**src/rtl/dti_bincnt_arb.sv**
```systemverilog
// dti_bincnt_arb: round-robin arbiter that shares one binary counter between
// NUM_REQ requesters. It runs one load/count/acknowledge job per grant.
// Optional feature: define DTI_BINCNT_ARB_TIMEOUT_EN to add a RUN-state
// watchdog and the err output.
module dti_bincnt_arb #(
    parameter int NUM_REQ = 4,
    parameter int CNT_W   = 3,
    parameter int IDX_W   = $clog2(NUM_REQ)
) (
    input  logic                     clk,
    input  logic                     reset_n,
    input  logic [NUM_REQ-1:0]       req,
    input  logic [NUM_REQ*CNT_W-1:0] req_count_to,
    output logic [NUM_REQ-1:0]       gnt,
    output logic [NUM_REQ-1:0]       ack,
    output logic                     cnt_load,
    output logic [CNT_W-1:0]         cnt_count_to,
    output logic                     cnt_count_en,
    input  logic                     cnt_done,
    output logic                     busy
`ifdef DTI_BINCNT_ARB_TIMEOUT_EN
    ,
    output logic                     err
`endif
);

    typedef enum logic [1:0] {IDLE, LOAD, RUN, ACK} state_t;

    state_t             state;
    logic [IDX_W-1:0]   ptr;
    logic [IDX_W-1:0]   idx;
    logic [IDX_W-1:0]   sel;
    logic               found;
    logic [NUM_REQ-1:0] sel_oh;

`ifdef DTI_BINCNT_ARB_TIMEOUT_EN
    // Watchdog counts RUN cycles; it must hold values up to 2^CNT_W+3.
    localparam int WD_LIMIT = (1 << CNT_W) + 4;
    localparam int WD_W     = CNT_W + 2;
    logic [WD_W-1:0] wd;
    logic            wd_expired;
    assign wd_expired = (wd == WD_W'(WD_LIMIT - 1));
`endif

    // Round-robin pick: first set req bit searching upward from ptr+1, wrapping.
    always_comb begin
        sel   = '0;
        found = 1'b0;
        for (int i = 1; i <= NUM_REQ; i++) begin
            if (!found && req[(int'(ptr) + i) % NUM_REQ]) begin
                sel   = IDX_W'((int'(ptr) + i) % NUM_REQ);
                found = 1'b1;
            end
        end
    end

    assign sel_oh = {{(NUM_REQ-1){1'b0}}, 1'b1} << sel;

    // Job sequencer: all outputs are registered and change with the state.
    // The load pulse coincides with the first grant cycle so the counter is
    // already loaded in the first RUN cycle; a done seen before RUN is stale.
    always_ff @(posedge clk) begin
        if (!reset_n) begin
            state        <= IDLE;
            gnt          <= '0;
            ack          <= '0;
            cnt_load     <= 1'b0;
            cnt_count_en <= 1'b0;
            cnt_count_to <= '0;
            busy         <= 1'b0;
            idx          <= '0;
            ptr          <= IDX_W'(NUM_REQ - 1);
`ifdef DTI_BINCNT_ARB_TIMEOUT_EN
            wd           <= '0;
            err          <= 1'b0;
`endif
        end else begin
            case (state)
                IDLE: begin
                    if (found) begin
                        gnt          <= sel_oh;
                        idx          <= sel;
                        cnt_count_to <= req_count_to[int'(sel)*CNT_W +: CNT_W];
                        cnt_load     <= 1'b1;
                        busy         <= 1'b1;
                        state        <= LOAD;
                    end
                end
                LOAD: begin
                    cnt_load     <= 1'b0;
                    cnt_count_en <= 1'b1;
                    state        <= RUN;
`ifdef DTI_BINCNT_ARB_TIMEOUT_EN
                    wd           <= '0;
`endif
                end
                RUN: begin
`ifdef DTI_BINCNT_ARB_TIMEOUT_EN
                    if (cnt_done || wd_expired) begin
                        cnt_count_en <= 1'b0;
                        gnt          <= '0;
                        ack          <= gnt;
                        err          <= !cnt_done;
                        state        <= ACK;
                    end else begin
                        wd <= wd + 1'b1;
                    end
`else
                    if (cnt_done) begin
                        cnt_count_en <= 1'b0;
                        gnt          <= '0;
                        ack          <= gnt;
                        state        <= ACK;
                    end
`endif
                end
                ACK: begin
                    ack   <= '0;
                    ptr   <= idx;
                    busy  <= 1'b0;
                    state <= IDLE;
`ifdef DTI_BINCNT_ARB_TIMEOUT_EN
                    err   <= 1'b0;
`endif
                end
                default: state <= IDLE;
            endcase
        end
    end

endmodule
```
**config.mk**
```make
export PLATFORM = sky130hd
export DESIGN_NAME = dti_bincnt_arb
export DESIGN_NICKNAME = d
export VERILOG_FILES = /design/src/rtl/dti_bincnt_arb.sv
export SDC_FILE = /design/constraint.sdc
export NUM_CORES = 1
export LEC_CHECK = 0
export CAP_MARGIN = 20
export CORE_MARGIN = 2
export CORE_UTILIZATION = 25
export DETAILED_ROUTE_END_ITERATION = 8
export SETUP_SLACK_MARGIN = 0.5
export SLEW_MARGIN = 5
export SYNTH_ARGS = -nofsm -noshare
export SYNTH_HDL_FRONTEND = slang
export SYNTH_SLANG_ARGS = --single-unit
```
**constraint.sdc**
```tcl
create_clock -name clk -period 1.3 [get_ports clk]
set_input_delay 0.26 -clock clk [delete_from_list [all_inputs] [get_ports clk]]
set_output_delay 0.26 -clock clk [all_outputs]
set_load 0.01 [all_outputs]
```
Word level (Yosys, flattened, before mapping)
Index checks and enable logic that the tools add are counted.
{ "op_classes": {"addsub": 4, "reduce_logical": 23, "n_div": 0, "order_cmp": 4, "n_bitwise": 4, "eq_ne": 5, "muxes": 33, "shifts": 2, "mul": 1} }
{ "op_table": {"columns": ["cell", "count"], "rows": [
  ["less-than comparator 3 x 4 -> 1 bit (second input constant)", 4],
  ["one-hot mux 4 bit (2 select lines)", 2],
  ["2-to-1 mux 1 bit", 14],
  ["2-to-1 mux 2 bit", 6],
  ["2-to-1 mux 4 bit", 3],
  ["AND reduction 2 bit", 6],
  ["indexed part select 12 x 5 -> 3 bit", 1],
  ["nonzero test 2 bit", 5],
  ["binary-select mux 1 bit (select 2 bit)", 4],
  ["one-hot mux 2 bit (4 select lines)", 1],
  ["OR reduction 2 bit", 4],
  ["one-hot mux 1 bit (2 select lines)", 3],
  ["adder 2 x 1 -> 2 bit (second input constant)", 2],
  ["adder 2 bit (second input constant)", 2],
  ["bitwise AND 1 bit (first input constant)", 4],
  ["equality test 2 bit (second input constant)", 2],
  ["multiplier 2 x 2 -> 4 bit (second input constant)", 1],
  ["!= test 2 bit (second input constant)", 2],
  ["left shift 1 x 2 -> 4 bit (first input constant)", 1],
  ["logical AND 1 bit", 3],
  ["logical NOT 1 bit", 3],
  ["AND reduction 3 bit", 1],
  ["equality test 2 x 1 -> 1 bit (second input constant)", 1],
  ["logical NOT 2 bit", 1]
]} }
{ "word_totals": {"output_inout_bits": 14, "mem_bits_rw": 0, "input_bits": 19, "memories": 0, "reg_bits": 20, "mem_bits_ro": 0, "latchBits": 0} }

Logic depth before layout (Yosys ltp)
Gate-level depths: netlist of the first run.
{ "depth": {"depth_word": 19, "depth_mapped": 7, "depth_no_buf": 6} }

Least setup slack after synthesis of the first run
No wires, ideal clock.
{ "synth_path": {"path_kind": "reg2reg", "from": "register ptr[0]", "to": "register cnt_count_to[0]", "setup_time_ns": 0.095, "path_slack_ns": -0.175, "stages_incl_launch_ff": 7, "n_path_buf": 1, "arrival_ns": 1.380, "required_time_ns": 1.205, "cell_sequence": "dfxtp_1 -> clkinv_1 -> a221o_1 -> a21oi_2 -> buf_6 -> mux2i_1 -> a221oi_1"} }
{ "synth_between": {"elab_chain_len": 16, "elab_cells_between_ends": 33, "cone_classes": "add/sub (4); mul (1); shift (1); mux (20); reduce/logical (7)"} }
{ "synth_rtl": {"columns": ["item", "line", "text"], "rows": [
  ["start: declaration", "30", "logic [IDX_W-1:0] ptr;"],
  ["start signal: assignment", "72", "ptr <= IDX_W'(NUM_REQ - 1);"],
  ["start signal: assignment", "119", "ptr <= idx;"],
  ["adder 2 x 1 -> 2 bit", "50, 51", null],
  ["binary-select mux 1 bit (select 2 bit)", "50", "if (!found && req[(int'(ptr) + i) % NUM_REQ]) begin"],
  ["2-to-1 mux 1 bit (not written as such) (2 in series)", "50", null],
  ["2-to-1 mux 1 bit", "50", null],
  ["logical NOT 1 bit", "50", null],
  ["logical AND 1 bit", "50", null],
  ["2-to-1 mux 1 bit", "50", null],
  ["logical NOT 1 bit", "50", null],
  ["logical AND 1 bit", "50", null],
  ["2-to-1 mux 1 bit", "50", null],
  ["logical NOT 1 bit", "50", null],
  ["logical AND 1 bit", "50", null],
  ["2-to-1 mux 2 bit", "50", null],
  ["multiplier 2 x 2 -> 4 bit", "83", "cnt_count_to <= req_count_to[int'(sel)*CNT_W +: CNT_W];"],
  ["indexed part select 12 x 5 -> 3 bit", "83", null],
  ["end signal: assignment", "83", null],
  ["end: declaration", "17", "output logic [CNT_W-1:0] cnt_count_to,"]
]} }
Several ways; a longest one is shown, not always the timed one. The select of a mux whose other input is x is not followed.
A chain may end at the register's enable or synchronous reset.

Worst setup path after layout of the first run
{ "layout_path": {"from": "register ptr[0]", "to": "register cnt_count_to[2]"} }
The elaborated chain is that of the path after synthesis.

==> results of run 1 <==
flip-flops by register name (all words and copies together) (netlist names):
register	count
cnt_load	1
ack	4
cnt_count_en	1
busy	1
ptr	2
cnt_count_to	3
state	2
gnt	4
idx	2
cell families (layout without fill, tap and decap cells):
logic type,Yosys count,in the layout
compound gates,32,32
mux,8,8
flops,20,20
fa+ha+maj,5,5
simple gates,49,49
buf+inv,12,87
tightest hold or removal path: cells and delay by family (launching register included):
family | cells | cell delay [ps]
and+or+nand+nor | 1 | 60
DFF | 1 | 310
AOI/OAI and AO/OA | 1 | 60
repair_timing:
item	4_1_cts	5_1_grt
gates resized for setup	138	19
setup buffers	16	6
setup endpoints to repair	34	34
gates cloned	1	0
pin swaps	19	4
power by group:
part | leakage [nW] | internal, W | switching [W]
Clock | 0.0288 | 0.000270 | 0.000210
Sequential | 0.170 | 0.000829 | 0.000132
Combinational | 0.722 | 0.00131 | 0.000933
Total | 0.921 | 0.00241 | 0.00128
routing by layer:
layer / up-vias / track usage (%) / part of all wire (%)
met5: - / 0 / 0
met4: 0 / 3.21 / 1.0
met3: 6 / 2.18 / 3.5
met2: 27 / 26.5 / 55
met1: 548 / 14.3 / 41
li1: 590 / - / -
through the flow:
stage	hold slack, ps	instances	setup slack (ps)
floorplan	435	126	-82.9
global placement	451	224	-643
detailed placement	468	224	-663
CTS	480	245	-187
global route	495	251	-299
finish	471	251	-164
how the worst max path moves through the flow:
stage | to | slack (ps)
after detailed placement | cnt_count_to[0] | -660
final | cnt_count_to[2] | -160
after global placement | cnt_count_to[1] | -640
after floorplan | cnt_count_to[0] | -80
after CTS | cnt_count_to[1] | -190
after global routing | cnt_count_to[2] | -300
synth_stat cells (4+ instances only):
cell type / n / share of area, %
sky130_fd_sc_hd__nand2_1: 9 / 3.1
sky130_fd_sc_hd__o21ai_0: 9 / 4.2
sky130_fd_sc_hd__dfxtp_1: 20 / 37
sky130_fd_sc_hd__nand3_1: 5 / 2.3
sky130_fd_sc_hd__mux2i_1: 8 / 7.4
sky130_fd_sc_hd__nand2b_1: 10 / 5.8
sky130_fd_sc_hd__ha_1: 5 / 5.8
sky130_fd_sc_hd__inv_1: 5 / 1.7
sky130_fd_sc_hd__a21oi_1: 9 / 4.2
sky130_fd_sc_hd__nor2_1: 5 / 1.7
sky130_fd_sc_hd__clkbuf_1: 4 / 1.4
sky130_fd_sc_hd__nor2b_1: 7 / 4.1
sky130_fd_sc_hd__and2_1: 6 / 3.5
cells in the final DEF, fill, tap and decap left out, types with 2 or more instances in the layout:
| cell type | instances |
|---|---|
| sky130_fd_sc_hd__nand2_4 | 2 |
| sky130_fd_sc_hd__nand2b_4 | 5 |
| sky130_fd_sc_hd__dfxtp_2 | 15 |
| sky130_fd_sc_hd__ha_4 | 3 |
| sky130_fd_sc_hd__o21ai_0 | 3 |
| sky130_fd_sc_hd__a21oi_4 | 3 |
| sky130_fd_sc_hd__clkdlybuf4s50_1 | 13 |
| sky130_fd_sc_hd__ha_1 | 2 |
| sky130_fd_sc_hd__a21oi_2 | 7 |
| sky130_fd_sc_hd__a221oi_1 | 2 |
| sky130_fd_sc_hd__nor2b_1 | 5 |
| sky130_fd_sc_hd__and2_4 | 2 |
| sky130_fd_sc_hd__nor2_1 | 4 |
| sky130_fd_sc_hd__dfxtp_4 | 2 |
| sky130_fd_sc_hd__nand2_1 | 7 |
| sky130_fd_sc_hd__o21ai_1 | 4 |
| sky130_fd_sc_hd__mux2i_1 | 8 |
| sky130_fd_sc_hd__buf_4 | 27 |
| sky130_fd_sc_hd__nand3_2 | 2 |
| sky130_fd_sc_hd__clkbuf_8 | 4 |
| sky130_fd_sc_hd__inv_4 | 2 |
| sky130_fd_sc_hd__nand3b_1 | 2 |
| sky130_fd_sc_hd__nand3_4 | 2 |
| sky130_fd_sc_hd__inv_1 | 3 |
| sky130_fd_sc_hd__dfxtp_1 | 3 |
| sky130_fd_sc_hd__a21boi_1 | 4 |
| sky130_fd_sc_hd__nand2b_1 | 5 |
| sky130_fd_sc_hd__and2_1 | 4 |
| sky130_fd_sc_hd__o21ai_2 | 2 |
| sky130_fd_sc_hd__buf_6 | 33 |
| sky130_fd_sc_hd__nor2b_4 | 2 |
cell type report:
cell class | count | area (um^2) | area share [%]
Inverter | 6 | 28.8 | 1.30
Tap cell | 50 | 62.6 | 2.83
Clock buffer | 4 | 55.1 | 2.49
Timing Repair Buffer | 77 | 757 | 34.3
Sequential cell | 20 | 427 | 19.3
Multi-Input combinational cell | 94 | 878 | 39.8
==> implementation parameters, run 1 <==
Parameter                              Value

Outcome
  Status    finished, violations left
  Failing checks    negative setup slack

Floorplan
  Area of the placeable core    4090 um^2
  Die width    about 70 um
  Die area    4870 um^2
  Total I/O pin count    33
  Die Height    69.8 um
  Initial cell density of the core    26.5%
  Standard-cell rows    23

Critical path
  RR Startpoint    ptr[0]
  Critical path depth    6
  FF-to-FF path depth    6
  Critical path origin    ptr[0]
  Critical Setup Path Class    reg2reg
  Startpoint class of the critical path    register
  Req. time, crit path    1440 ps
  CP max FO    3
  Worst path buffer plus inverter count    2
  CP top delay family    compound AO/OA/AOI/OAI gates
  Reg-to-Reg End    cnt_count_to[2]
  Worst Setup End Kind    register
  Cell with the biggest individual delay on the critical path    sky130_fd_sc_hd__dfxtp_2
  Cell-by-cell trace of the critical path    clkinv_2, a221o_1, a21oi_2, buf_4, mux2i_1, a221oi_2
  Highest cell delay on the worst timing path    ~360 ps
  Setup slack of the most critical reg-to-reg path    -160 ps
  Arrival time of the worst setup path    1610 ps

Timing
  Pin slew with the least headroom to its limit    roughly 320 ps
  Final critical-path share of the clock period    113%
  Final WS setup    -164 ps
  Setup repair after global routing missed its margin    yes
  Relative slew slack    approximately four fifths
  Final worst clock skew    7.04 ps
  Number of hold violations in the final report    0
  Highest clock rate    683 MHz
  Post-route setup TNS    -1190 ps
  Number of endpoints failing setup at the final stage    15
  Shortest clock period the worst path allows after layout    1460 ps
  Number of max-slew violations in the final report    0

Clock network
  Clk slew on worst S/H paths    80 ps
  Number of buffers created by CTS    3
  Level count of the clock H-tree    1
  Clk sink count    20
  CTS Hold Buffers Added    0
  Clock root buffer    sky130_fd_sc_hd__clkbuf_8
  CTS tree    done
  Buffers from clock root to sink, at most    2
  Worst skew pair latency    260 ps

Power and ir drop
  Overall power    0.00368 W
  Power density relative to cell area    between 1500 and 2000 nW/um^2
  Maximum vdd ir drop    0.711 mV
  LEAKAGE    0.921 nW

Yosys
  Post-synthesis mux area share    7.41%
  Largest family of logic cells by synthesized area    simple AND/OR/NAND/NOR gates
  Average instance area after synthesis    between 8 and 9 um^2
  Xor-xnor portion of the synthesized cell area    0%
  EDFF count, synth    0
  Area fraction in and, or, nand and nor cells after synthesis    24.8%
  Share of async-settable or async-resettable flops after synthesis    0%
  Synthesized-area fraction occupied by ao, oa, aoi and oai cells    20.0%
  Post-synthesis cell area    1080 um^2
  Share of synthesized cell area in full adder, half adder and majority cells    roughly 5.8%
  Number of distinct library cell variants in the gate-level netlist after synthesis    31
  Post-synthesis cell count    126
  Proportion of synthesized chip area in sequential cells    37.0%
  FF+latch count, synth    20
  Net count after synthesis    150
  Number of synthesis warnings    0
  Most used flip-flop cell after synthesis    sky130_fd_sc_hd__dfxtp_1

Layout
  Post-Layout Inst Area    2210 um^2
  Area growth from synthesis to layout    104%
  Fraction of layout instances using a drive strength above 1    61.2%
  Fillers    369
  Nets    226
  Final Core Density    54.0%
  Antenna diodes    0

Drt
  DRC violation count after routing    0
  First DRT Iteration DRCs    37
  Total Routed Length    approximately 3300 um
  Total via count after detailed routing    1171
  Average wire length per cell after detail routing    13.1 um
  Via density per instance    roughly 4.7
  First-pass DRT Iterations    4
  ANT nets after route    0

Placed design
  Post-detail-place hpwl    2250 um
  Input/output buffers    32
  Placed Instance Area    1700 um^2
  Final weighted congestion in routability-driven placement    0.823

Hold path
  Startpoint of the lowest-slack hold path    idx[1]
  Worst hold path cell count    2
  Type of the most critical hold path    reg2reg
  Endpoint with the worst hold slack    idx[1]

GRT
  Largest net degree at the start of global routing    12
  Remaining global-route overflow    0
  Combined global-route utilization of all metal layers    approximately an eighth
  Number of global-route vias before repair    1189
  Global-route wire length before repair    5320 um
  Antenna violations before repair    0

Run
  Max-Cap Viols    0
Note: power is estimated with default switching activity, not from simulation.
==> run 2, diff against run 1 <==
CELL_PAD_IN_SITES_DETAIL_PLACEMENT = 1   (was unset)
CELL_PAD_IN_SITES_GLOBAL_PLACEMENT = 1   (was unset)
GPL_TIMING_DRIVEN = 1   (was unset)
PLACE_DENSITY_LB_ADDON = 0.1   (was unset)
==> implementation parameters, run 2 (synthesis results as in run 1) <==
Parameter                              Value

Outcome
  Status    finished, violations left
  Failing checks    negative setup slack

Clock network
  Level count of the clock H-tree    1
  Worst skew pair latency    260 ps
  Clock root buffer    sky130_fd_sc_hd__clkbuf_8
  Buffers from clock root to sink, at most    2
  Clk sink count    20
  Number of buffers created by CTS    3
  Clk slew on worst S/H paths    80 ps
  CTS tree    done

Floorplan
  Die width    69.8 um
  Die area    4870 um^2
  Total I/O pin count    33
  Area of the placeable core    4090 um^2
  Die Height    69.8 um
  Standard-cell rows    23
  Initial cell density of the core    26.5%

Critical path
  CP max FO    5
  Startpoint class of the critical path    register
  Highest cell delay on the worst timing path    ~360 ps
  Req. time, crit path    1450 ps
  Arrival time of the worst setup path    around 1700 ps
  Cell with the biggest individual delay on the critical path    sky130_fd_sc_hd__dfxtp_2
  Worst Setup End Kind    register
  Setup slack of the most critical reg-to-reg path    -290 ps
  Critical Setup Path Class    reg2reg
  Cell-by-cell trace of the critical path    buf_4, nand2b_4, nand3_4, a21oi_4, clkbuf_16, mux2i_4, a221oi_2

Drt
  Average wire length per cell after detail routing    16.5 um
  Via density per instance    4.83
  Total Routed Length    4120 um
  First-pass DRT Iterations    3
  Total via count after detailed routing    1208
  First DRT Iteration DRCs    29
  ANT nets after route    0
  DRC violation count after routing    0

Placed design
  Post-detail-place hpwl    2690 um
  Final weighted congestion in routability-driven placement    around 0.8
  Cell total after placement    roughly 220
  Post-place setup slack    -706 ps
  Input/output buffers    32

Timing
  Final WS setup    -286 ps
  Number of endpoints failing setup at the final stage    9
  Relative slew slack    between 70% and 80%
  Pin slew with the least headroom to its limit    roughly 340 ps
  Setup repair after global routing missed its margin    yes
  Shortest clock period the worst path allows after layout    between 1500 and 2000 ps
  Number of max-slew violations in the final report    0
  Highest clock rate    631 MHz
  Final worst clock skew    3.21 ps
  Final critical-path share of the clock period    122%
  Number of hold violations in the final report    0

GRT
  Largest net degree at the start of global routing    12
  Global-route wire length before repair    6230 um
  Number of global-route vias before repair    1329
  Combined global-route utilization of all metal layers    16.3%
  Remaining global-route overflow    0
  Antenna violations before repair    0

Layout
  Antenna diodes    0
  Fillers    436
  Reg area    428 um^2
  Fraction of layout instances using a drive strength above 1    65.5%
  Nets    ~230
  Largest registers    ack x4, gnt x4, cnt_count_to x3
  Commonest cells after routing, fill and taps aside    sky130_fd_sc_hd__buf_6 (30), sky130_fd_sc_hd__buf_4 (27), sky130_fd_sc_hd__dfxtp_2 (16), sky130_fd_sc_hd__clkdlybuf4s50_1 (13), sky130_fd_sc_hd__a21oi_2 (7)
  Area growth from synthesis to layout    109%
  Most common library cell in the layout ignoring fill and taps    sky130_fd_sc_hd__buf_6
  Multi-input logic area    about 930 um^2
  Final Non-Filler Cells    250

Run
  Max-Cap Viols    0

Power and ir drop
  Power density relative to cell area    1720 nW/um^2
  Maximum vdd ir drop    0.592 mV
  LEAKAGE    0.934 nW

Hold path
  Type of the most critical hold path    reg2reg
-- run 2: cell count changes in the layout (fill, tap and decap cells not counted), moves of 2 or more --
cell                      change
sky130_fd_sc_hd__buf_6        -3
sky130_fd_sc_hd__a21oi_4      -2
sky130_fd_sc_hd__a21oi_1      +2
sky130_fd_sc_hd__nand3_2      +2
sky130_fd_sc_hd__mux2i_1      -2
sky130_fd_sc_hd__nor2_2       +2
sky130_fd_sc_hd__ha_4         +2
sky130_fd_sc_hd__ha_1         -2
-- run 2: stage by stage --
| step | utilization, % | power, W | TNS, ps | hold WS (ps) | cell area (um^2) |
|---|---|---|---|---|---|
| floorplan | - | 0.00183 | -300 | 435 | 1210 |
| global placement | 41.8 | 0.00253 | -7640 | 452 | 1710 |
| detailed placement | 41.8 | 0.00258 | -8640 | 461 | 1710 |
| CTS | 51.0 | 0.00355 | -2560 | 472 | 2090 |
| global route | 55.3 | 0.00413 | -3080 | 494 | 2260 |
| finish | 55.3 | 0.00388 | -2180 | 475 | 2260 |
-- run 2: layout make-up --
cell class | count | share of cell area [%]
Multi-Input combinational cell | 94 | 41.3
Timing Repair Buffer | 76 | 33.2
Sequential cell | 20 | 18.9
Tap cell | 50 | 2.77
Clock buffer | 4 | 2.44
Inverter | 6 | 1.38
-- run 2: final timing paths --
check / cells past startpoint / to / from
max: 7 / cnt_count_to[2] / ptr[0]
min: 2 / idx[1] / idx[1]
max reg2reg: 7 / cnt_count_to[2] / ptr[0]
min reg2reg: 2 / idx[1] / idx[1]
-- run 2: where the power goes --
group	internal, W	switching [W]	leakage, nW
Combinational	0.00137	0.00102	0.735
Clock	0.000270	0.000222	0.0288
Sequential	0.000831	0.000170	0.170
Total	0.00247	0.00141	0.934
-- run 2: critical path, delay by kind of cell, from the launching register on --
kind / cells / cell delay, ps
buffers and inverters: 2 / 330
AND/OR/NAND/NOR: 2 / 240
flip-flops: 1 / 360
multiplexers: 1 / 210
AO/OA/AOI/OAI: 2 / 320
-- run 2: what timing repair did --
item / in CTS / in global routing
hold buffers: 0 / 0
setup buffers: 16 / 5
cloned: 1 / 0
pin swaps: 18 / 16
gates resized for setup: 130 / 36
endpoints found under the setup margin: 34 / 34
-- run 2: per-layer routing --
metal  vias up  track usage (%)  wire length, um
li1        587                -                -
met1       584             17.4             1670
met2        30             31.6             2220
met3         7             2.91              159
met4         0             5.13               72
met5         -                0                0
==> variant (settings of run 1) <==
The option `DTI_BINCNT_ARB_TIMEOUT_EN` is turned on by a define.
--- a/src/rtl/dti_bincnt_arb.sv
+++ b/src/rtl/dti_bincnt_arb.sv
@@ -2,6 +2,8 @@
 // NUM_REQ requesters. It runs one load/count/acknowledge job per grant.
 // Optional feature: define DTI_BINCNT_ARB_TIMEOUT_EN to add a RUN-state
 // watchdog and the err output.
+`define DTI_BINCNT_ARB_TIMEOUT_EN
+
 module dti_bincnt_arb #(
     parameter int NUM_REQ = 4,
     parameter int CNT_W   = 3,
Formal check against the unedited RTL (old outputs only; new: err): no difference found for any inputs over 4 cycles, from zero or initial values and one cycle with reset_n low; that may be too few to reach the edited logic, so the function may still have changed.
==> variant against run 1 <==
- the run still ends with setup timing left
- setup slack got worse by 0.13 ns
- clock skew fell by 0.0036 ns
- sequential cell count rose by 6
- cell area rose by 14%
- via count rose by 15%
- global-route usage fell by 0.33 points
- area after synthesis rose by 21%
- critical endpoint is now gnt[0]
- routed wire length rose by 5.7%
- largest power group unchanged
- total power rose by 10%
- combinational power rose by 3%
==> variant: results (changes against run 1) <==
synthTopCellsByArea: "dfxtp_1 (40%), nand2_1 (5.1%), ha_1 (4.8%)"
leakage_nw: 1.05  # +14%
gp_congestion: 0.830  # +0.87%
drive_gt1_share_pct: 59.5  # -1.7 points
crit_path_max_fanout: 4  # +1
setup_viol: 22  # +7
dp_slack_ns: -0.725  # -0.0617 ns
crit_end: "gnt[0]"
timing.final.ws_setup_ns: -0.298  # -0.135 ns
place_inst: 276  # +23%
fin_nets: 257  # +14%
syn_inst: 148  # +17%
wl_mm: 3.49  # +5.7%
synth_nets: 172  # +15%
status: "finished with violations"
worstPathArrival_ns: 1.77  # +0.16 ns
setup_tns_ns: -3.30  # -2.11 ns
routed-via-count: 1345  # +15%
synth.cells.most_frequent: "dfxtp_1 (26), nand2_1 (18), o21ai_0 (12)"
grt_pass1_wl_mm: 6.28  # +18%
violations: "setup timing"
final_cells: 302  # +20%
ys_types: 35  # +13%
tightest_slew_ns: 0.306  # -0.0120 ns
n_fill_cell: 482  # +31%
grt.total_usage_pct: 13.0  # -0.33 points
portBuffers: 33  # +3.1%
r2r_cells: 7  # +1
reg_top3: "wd: 5 flops, ack: 4 flops, gnt: 4 flops"
finalHoldWorstSlack_ns: 0.485  # +0.0137 ns
yosysSeqAreaShare_pct: 39.7  # +2.6 points
path_clk_slew_ns: 0.10  # +0.02 ns
==> variant: report_power, final <==
group | internal [mW] | switching (mW)
clock network | 0.335 | 0.271
registers | 1.02 | 0.143
logic | 1.34 | 0.956
==> variant: repair_timing <==
| action | 4_1_cts | 5_1_grt |
|---|---|---|
| pin swaps | 27 | 14 |
| cloned | 0 | 1 |
| buffers inserted | 15 | 6 |
| endpoints found under the setup margin | 41 | 41 |
| gates resized for setup | 132 | 21 |
==> variant: routing by layer <==
layer  GRT usage, %  vias up  share of wire [%]
met4           4.36        0                1.2
li1               -      691                  -
met1           18.1      624                 49
met5              0        -                  0
met2           20.3       26                 46
met3           2.01        4                3.5
==> variant: tightest hold or removal path: cells and delay by family, from the launching register on <==
kind	cells	cell delay, ns
AOI/OAI and AO/OA	1	0.06
DFF	1	0.33
and+or+nand+nor	1	0.06
==> variant: through the flow <==
stage / util [%] / power (mW)
floorplan: - / 2.06
global placement: 40.7 / 2.74
detailed placement: 40.7 / 2.76
CTS: 47.0 / 3.78
global route: 49.8 / 4.35
finish: 49.8 / 4.06
==> variant: cell families after synthesis <==
family,count (synthesis),synth area share [%]
DFF,26,39.7
and+or+nand+nor,56,22.4
AOI/OAI and AO/OA,42,22.7
xor gates and xnor gates,3,2.00
muxes,6,4.96
buffers and inverters,10,3.53
adders and majority gates,5,4.77
==> variant: area by class of cell <==
class | instances | area (µm²) | share of cell area [%]
multi-input combinational | 112 | 996 | 39.4
timing repair buffer | 85 | 805 | 31.8
sequential | 26 | 549 | 21.7
tap | 70 | 87.6 | 3.47
clock buffer | 4 | 66.3 | 2.62
inverter | 5 | 23.8 | 0.941
